[src/rtl/commit_tracer.sv]
// commit_tracer
//   Receiving end of the CPU commit port. Each retired instruction is checked
//   for PC continuity, counted, and its record {pc, instr, seq} is queued in a
//   show-ahead FIFO. A host drains the FIFO through a valid/ready handshake.
//   A halt request is raised on a PC mismatch, an ebreak, or when the step
//   limit is reached. The request then stays set until reset.
//
// Ports
//   clk, rst              clock, asynchronous active-high reset
//   commit                one instruction retires this cycle (no backpressure)
//   commit_instr/pc/pre_pc  retired instruction word, its PC, architectural next PC
//   step_limit            halt after this many commits (0 = unlimited)
//   trace_valid/ready     FIFO head handshake
//   trace_pc/instr/seq    head record (0 while the FIFO is empty)
//   instret               accepted commit count
//   halt, halt_cause      sticky halt request; 01 step, 10 ebreak, 11 PC mismatch
//   mismatch_pc           expected PC at the mismatch, 0 otherwise
//   overflow              sticky; a record was dropped on a full FIFO
//   done                  halted and FIFO fully drained
module commit_tracer #(
  parameter int unsigned DEPTH    = 8,
  parameter logic [63:0] RESET_PC = 64'h8000_0000
) (
  input  logic        clk,
  input  logic        rst,
  input  logic        commit,
  input  logic [31:0] commit_instr,
  input  logic [63:0] commit_pc,
  input  logic [63:0] commit_pre_pc,
  input  logic [63:0] step_limit,
  output logic        trace_valid,
  input  logic        trace_ready,
  output logic [63:0] trace_pc,
  output logic [31:0] trace_instr,
  output logic [63:0] trace_seq,
  output logic [63:0] instret,
  output logic        halt,
  output logic [1:0]  halt_cause,
  output logic [63:0] mismatch_pc,
  output logic        overflow,
  output logic        done
);

  localparam int unsigned AW       = $clog2(DEPTH);
  localparam logic [AW:0]   CNT_FULL = (AW+1)'(DEPTH);
  localparam logic [AW:0]   CNT_ONE  = (AW+1)'(1);
  localparam logic [AW-1:0] PTR_ONE  = AW'(1);
  localparam logic [31:0]   EBREAK   = 32'h0010_0073;

  typedef enum logic [1:0] {
    S_RUN,
    S_DRAIN,
    S_HALTED
  } state_e;

  state_e        state_q, state_d;
  logic [63:0]   instret_q, instret_d;
  logic [63:0]   expected_pc_q, expected_pc_d;
  logic          halt_q, halt_d;
  logic [1:0]    halt_cause_q, halt_cause_d;
  logic [63:0]   mismatch_pc_q, mismatch_pc_d;
  logic          overflow_q, overflow_d;
  logic [AW-1:0] wr_ptr_q, wr_ptr_d;
  logic [AW-1:0] rd_ptr_q, rd_ptr_d;
  logic [AW:0]   count_q, count_d;

  logic [63:0] mem_pc    [DEPTH];
  logic [31:0] mem_instr [DEPTH];
  logic [63:0] mem_seq   [DEPTH];

  logic        accept;
  logic        pop;
  logic        push;
  logic [63:0] instret_inc;

  always_comb begin
    state_d       = state_q;
    instret_d     = instret_q;
    expected_pc_d = expected_pc_q;
    halt_d        = halt_q;
    halt_cause_d  = halt_cause_q;
    mismatch_pc_d = mismatch_pc_q;
    overflow_d    = overflow_q;
    wr_ptr_d      = wr_ptr_q;
    rd_ptr_d      = rd_ptr_q;
    count_d       = count_q;

    accept      = commit && (state_q == S_RUN);
    pop         = (count_q != '0) && trace_ready;
    // A pop in the same cycle frees the slot, so a full FIFO can still take the record.
    push        = accept && ((count_q != CNT_FULL) || pop);
    instret_inc = instret_q + 64'd1;

    if (accept) begin
      instret_d     = instret_inc;
      expected_pc_d = commit_pre_pc;
      if (!push) begin
        overflow_d = 1'b1;
      end
      if (commit_pc != expected_pc_q) begin
        halt_d        = 1'b1;
        halt_cause_d  = 2'b11;
        mismatch_pc_d = expected_pc_q;
        state_d       = S_DRAIN;
      end else if (commit_instr == EBREAK) begin
        halt_d       = 1'b1;
        halt_cause_d = 2'b10;
        state_d      = S_DRAIN;
      end else if ((step_limit != '0) && (instret_inc == step_limit)) begin
        halt_d       = 1'b1;
        halt_cause_d = 2'b01;
        state_d      = S_DRAIN;
      end
    end

    if (push) begin
      wr_ptr_d = wr_ptr_q + PTR_ONE;
    end
    if (pop) begin
      rd_ptr_d = rd_ptr_q + PTR_ONE;
    end
    case ({push, pop})
      2'b10:   count_d = count_q + CNT_ONE;
      2'b01:   count_d = count_q - CNT_ONE;
      default: count_d = count_q;
    endcase

    // Leave DRAIN on the edge where the last record is popped, so a single
    // remaining entry popped right after the halting commit finishes at once.
    if ((state_q == S_DRAIN) && (count_d == '0)) begin
      state_d = S_HALTED;
    end
  end

  always_ff @(posedge clk or posedge rst) begin
    if (rst) begin
      state_q       <= S_RUN;
      instret_q     <= '0;
      expected_pc_q <= RESET_PC;
      halt_q        <= 1'b0;
      halt_cause_q  <= '0;
      mismatch_pc_q <= '0;
      overflow_q    <= 1'b0;
      wr_ptr_q      <= '0;
      rd_ptr_q      <= '0;
      count_q       <= '0;
    end else begin
      state_q       <= state_d;
      instret_q     <= instret_d;
      expected_pc_q <= expected_pc_d;
      halt_q        <= halt_d;
      halt_cause_q  <= halt_cause_d;
      mismatch_pc_q <= mismatch_pc_d;
      overflow_q    <= overflow_d;
      wr_ptr_q      <= wr_ptr_d;
      rd_ptr_q      <= rd_ptr_d;
      count_q       <= count_d;
    end
  end

  // Storage needs no reset: the occupancy counter decides what is visible.
  always_ff @(posedge clk) begin
    if (push) begin
      mem_pc[wr_ptr_q]    <= commit_pc;
      mem_instr[wr_ptr_q] <= commit_instr;
      mem_seq[wr_ptr_q]   <= instret_q;
    end
  end

  assign trace_valid = (count_q != '0);
  // Head fields are masked while empty so that stale entries never reach the host.
  assign trace_pc    = trace_valid ? mem_pc[rd_ptr_q]    : '0;
  assign trace_instr = trace_valid ? mem_instr[rd_ptr_q] : '0;
  assign trace_seq   = trace_valid ? mem_seq[rd_ptr_q]   : '0;
  assign instret     = instret_q;
  assign halt        = halt_q;
  assign halt_cause  = halt_cause_q;
  assign mismatch_pc = mismatch_pc_q;
  assign overflow    = overflow_q;
  assign done        = (state_q == S_HALTED);

endmodule

[config.mk]
export PLATFORM = sky130hd
export DESIGN_NAME = commit_tracer
export DESIGN_NICKNAME = d
export VERILOG_FILES = /design/src/rtl/commit_tracer.sv
export SDC_FILE = /design/constraint.sdc
export NUM_CORES = 2
export LEC_CHECK = 0
export ABC_CLOCK_PERIOD_IN_PS = 42100
export CORE_MARGIN = 1.5
export CORE_UTILIZATION = 35
export CTS_BUF_LIST = sky130_fd_sc_hd__clkbuf_4 sky130_fd_sc_hd__clkbuf_8 sky130_fd_sc_hd__clkbuf_16
export DETAILED_ROUTE_END_ITERATION = 16
export HOLD_SLACK_MARGIN = 0.03
export PLACE_DENSITY_LB_ADDON = 0.1
export SKIP_CTS_REPAIR_TIMING = 1
export SYNTH_ARGS = -nofsm -noshare
export SYNTH_HDL_FRONTEND = slang
export SYNTH_SLANG_ARGS = --single-unit
export TNS_END_PERCENT = 100
[constraint.sdc]
create_clock -name clk -period 42.1 [get_ports clk]
set_input_delay 8.42 -clock clk [delete_from_list [all_inputs] [get_ports clk]]
set_output_delay 8.42 -clock clk [all_outputs]
set_load 0.01 [all_outputs]
==> impl_metrics.py <==
metrics = {
    "placement": {
        "hpwl_microns": 109000,
        "placed_cells": 5909,
        "place_ws_ns": 29.21,
        "globalplace.congestion": 0.945,
        "io_buffers": 521,
    },
    "power_and_ir_drop": {
        "net-switching-power_uw": 632,
        "peakVddDrop_v": 0.0000369,
        "total_power_uw": 3110,
        "comb_power_share_pct": 1.8,
        "p_per_area_nw_per_um2": 42.3,
        "p_leak_uw": 0.0253,
        "pwr-share-seq_pct": 51.2,
        "p_int_uw": 2480,
        "switching_share_pct": 20.3,
        "p_clk_share_pct": 47.0,
    },
    "timing": {
        "holdWs_ns": 0.487,
        "final.period_utilization_pct": 32.0,
        "rsz0062_at_grt": "no",
        "final_hold_viol_count": 0,
        "slew_violations": 0,
        "min_period_ns": 13.49,
        "setup_tns_ns": 0,
        "clock_skew_ns": 0.0277,
        "worst_slack_ns": 28.61,
        "slew_headroom_pct": 23.4,
        "setup_viol": 0,
        "worstMarginPinSlew_ns": 1.15,
        "clock.fmax_mhz": 74.1,
    },
    "yosys": {
        "yosysTopAreaCell": "edfxtp_1",
        "synth-simple-area-share_pct": 5.84,
        "synth-xor-area-share_pct": 3.25,
        "syn_area_sq_um": 59900,
        "ys_seq_elements": 1488,
        "synthArstFlopShare_pct": 14.0,
        "yosys_warnings": 0,
        "ys_types": 72,
        "synth_compound_area_share_pct": 0.756,
        "synth_seq_area_share_pct": 72.8,
        "synth_mux_area_share_pct": 16.0,
        "synth.area.top_cells": "edfxtp_1, mux4_2, dfrtp_1, mux2i_1, xor2_1",
        "syn_inst": 3249,
        "synthesis.nets": 3484,
        "synth_adder_area_share_pct": 0.159,
        "synth_top_family_by_area": "multiplexers",
        "synth_edf_count": 1280,
        "syn_area_per_cell_sq_um": 18.4,
        "synth_top_area_share_pct": 64.1,
        "yosys_most_used_dff": "edfxtp_1",
    },
    "global_route": {
        "grt_first_pass_wirelength_microns": 256000,
        "grt_max_degree": 148,
        "overflow": 0,
        "grt_pass1_vias": 33800,
        "antenna_found_initial": 16,
        "grtUsageTotal_pct": 20.6,
    },
    "hold_path": {
        "hp-class": "reg2reg",
        "whs_path_depth": 2,
    },
    "setup_path": {
        "path_depth": 6,
        "crit_fanout": 106,
        "rr_worst_depth": 15,
        "cp-start-kind": "flop",
        "endpoint_kind": "output port",
        "critPathRequiredTime_ns": 33.68,
        "arrival_ns": 5.07,
        "cp_slowest_stage_delay_ns": 1.07,
        "cp_top_family": "buffers and inverters",
        "crit_slowest_cell": "dfrtp_4",
        "crit_buf_inv": 3,
        "crit_type": "reg2out",
        "worstPathCellList": "buf_4, buf_12, mux4_2, mux2i_1, nor2_1, clkdlybuf4s50_1",
    },
    "route": {
        "drt_iter0_markers": 2017,
        "vias_per_cell": 5.21,
        "detail-route-antenna-nets": 0,
        "drc": 0,
        "routed_wl_microns": 179000,
        "first_pass_iters": 5,
        "num_vias": 32300,
        "routedWlPerCell_microns": 28.9,
    },
    "final_layout": {
        "final_nets": 4092,
        "final-instance-count-excl-fill": 6207,
        "syn2layout_area_growth_pct": 22.8,
        "drive_gt1_share_pct": 19.7,
    },
    "floorplanning": {
        "die_area_sq_um": 174000,
        "ios": 522,
        "initial_utilization_pct": 35.3,
        "core_sq_um": 170000,
        "core.rowCount": 151,
        "die_h_microns": 417,
        "dieWidth_microns": 417,
    },
    "clocking": {
        "htree_levels": 4,
        "cts_tree": "yes",
        "clk_latency_ns": 0.79,
        "clk_root_buffer_cell": "clkbuf_16",
        "clkTransAtPathRegs_ns": 0.06,
        "cts-buffers-inserted": 164,
        "cts.sinks": 1488,
        "clockBufferDepth": 3,
    },
    "status": {
        "outcome": "finished, final reports clean",
    },
    "run": {
        "maxCapViolations": 0,
    },
}
[layer usage]
| layer | GRT usage [%] | up-vias | wire length, microns |
|---|---|---|---|
| met2 | 34.8 | 778 | 90500 |
| met5 | 0 | - | 34 |
| li1 | - | 14100 | - |
| met4 | 6.45 | 6 | 5270 |
| met3 | 3.59 | 252 | 7230 |
| met1 | 26.9 | 17200 | 76000 |
[stage by stage]
| step | utilization [%] | instance area (sq um) |
|---|---|---|
| floorplan | - | 59900 |
| global placement | 40.1 | 68100 |
| detailed placement | 40.1 | 68100 |
| CTS | 43.4 | 73600 |
| global route | 43.4 | 73600 |
| finish | 43.4 | 73600 |
[layout make-up]
cell class,count,area (sq um)
clock buffer,216,4600
timing repair buffer,609,5950
clock inverter,78,910
inverter,16,67.6
antenna,4,10.0
sequential,1488,43700
tap,2218,2780
multi-input combinational,1578,15600
fill,15100,96100
[logic make-up (layout without fill, tap and decap cells)]
kind of cell,after synthesis,count (layout)
XOR/XNOR,222,222
flip-flops,1488,1488
adder cells (fa/ha/maj),7,7
AND/OR/NAND/NOR,736,736
other,0,4
buffers and inverters,183,919
multiplexers,548,548
AO/OA/AOI/OAI,65,65
[path summary, 6_finish.rpt]
kind                                   startpoint           endpoint  slack, ns
worst max-delay path                  rd_ptr_q[0]       trace_pc[42]      28.61
worst min-delay path            expected_pc_q[31]  expected_pc_q[31]       0.49
worst max register to register         count_q[0]         state_q[0]      37.43
worst min register to register  expected_pc_q[31]  expected_pc_q[31]       0.49
max in group asynchronous                     rst        instret[26]      32.53
min in group asynchronous                     rst    mismatch_pc[37]       8.15
[registers in the layout, indices dropped and copies added (netlist names), 3 cells and up]
| name | cells |
|---|---|
| wr_ptr_q | 3 |
| mem_seq | 512 |
| mismatch_pc | 64 |
| count_q | 4 |
| expected_pc_q | 64 |
| mem_pc | 512 |
| rd_ptr_q | 3 |
| instret | 64 |
| mem_instr | 256 |
[worst register-to-register path, stage by stage (launching register included)]
cell and delay (ns):
dfrtp_1 0.45, nor4_2 0.41, buf_4 0.60, buf_4 0.89, inv_1 0.31, nand2_1 0.29, inv_1 0.10, ha_1 0.23
ha_1 0.27, a21o_1 0.17, a21oi_1 0.18, xnor2_1 0.14, nor2_1 0.06, xnor2_1 0.21, nand2_1 0.12, o31a_1 0.12
[power groups by stage]
stage | clock [uW] | sequential, uW | combinational (uW)
global route | 1560 | 1590 | 61.2
CTS | 1500 | 1590 | 58.5
global placement | 0 | 1620 | 58.1
finish | 1460 | 1590 | 57.2
detailed placement | 0 | 1620 | 58.3
floorplan | 0 | 1620 | 10.9
[cells in the mapped netlist, types with 4 or more instances]
cell type,instances
xnor2_1,86
o21ai_0,18
nor3b_1,4
and2_1,4
nand3_1,34
buf_1,52
mux2_2,65
inv_1,16
mux2i_1,163
xor2_1,136
nor3_1,33
or4_1,10
clkbuf_1,103
a21oi_1,7
nor2_1,217
nand2_1,244
dfrtp_1,207
nand4_1,55
buf_2,10
and3_1,11
and4_1,10
mux4_2,320
or3_1,10
o31a_1,4
nor2b_1,4
ha_1,6
nor4_1,67
nand2b_1,5
o211ai_1,5
edfxtp_1,1280
or2_2,8
[layout by cell type (no fill, tap or decap), drive strengths merged, types with 4 or more instances in the layout]
cell type      instances
or2                    8
clkbuf               216
dfrtp                207
or4                   12
and2                   4
nor3                  34
edfxtp              1280
ha                     6
clkdlybuf4s50        521
and3                  11
mux4                 320
inv                   26
nand4                 57
nor4b                  4
nand2b                 5
buf                   88
clkinv                49
nor3b                  4
o211ai                 5
a21oi                  7
nor4                  68
bufinv                15
nor2b                  4
diode                  4
nand2                244
or3                   11
nor2                 217
nand3                 35
mux2                  65
o31a                   4
o21ai                 19
xnor2                 86
mux2i                163
xor2                 136
and4                  11
clkinvlp               4
No activity file was read; power rests on OpenSTA's default activity.
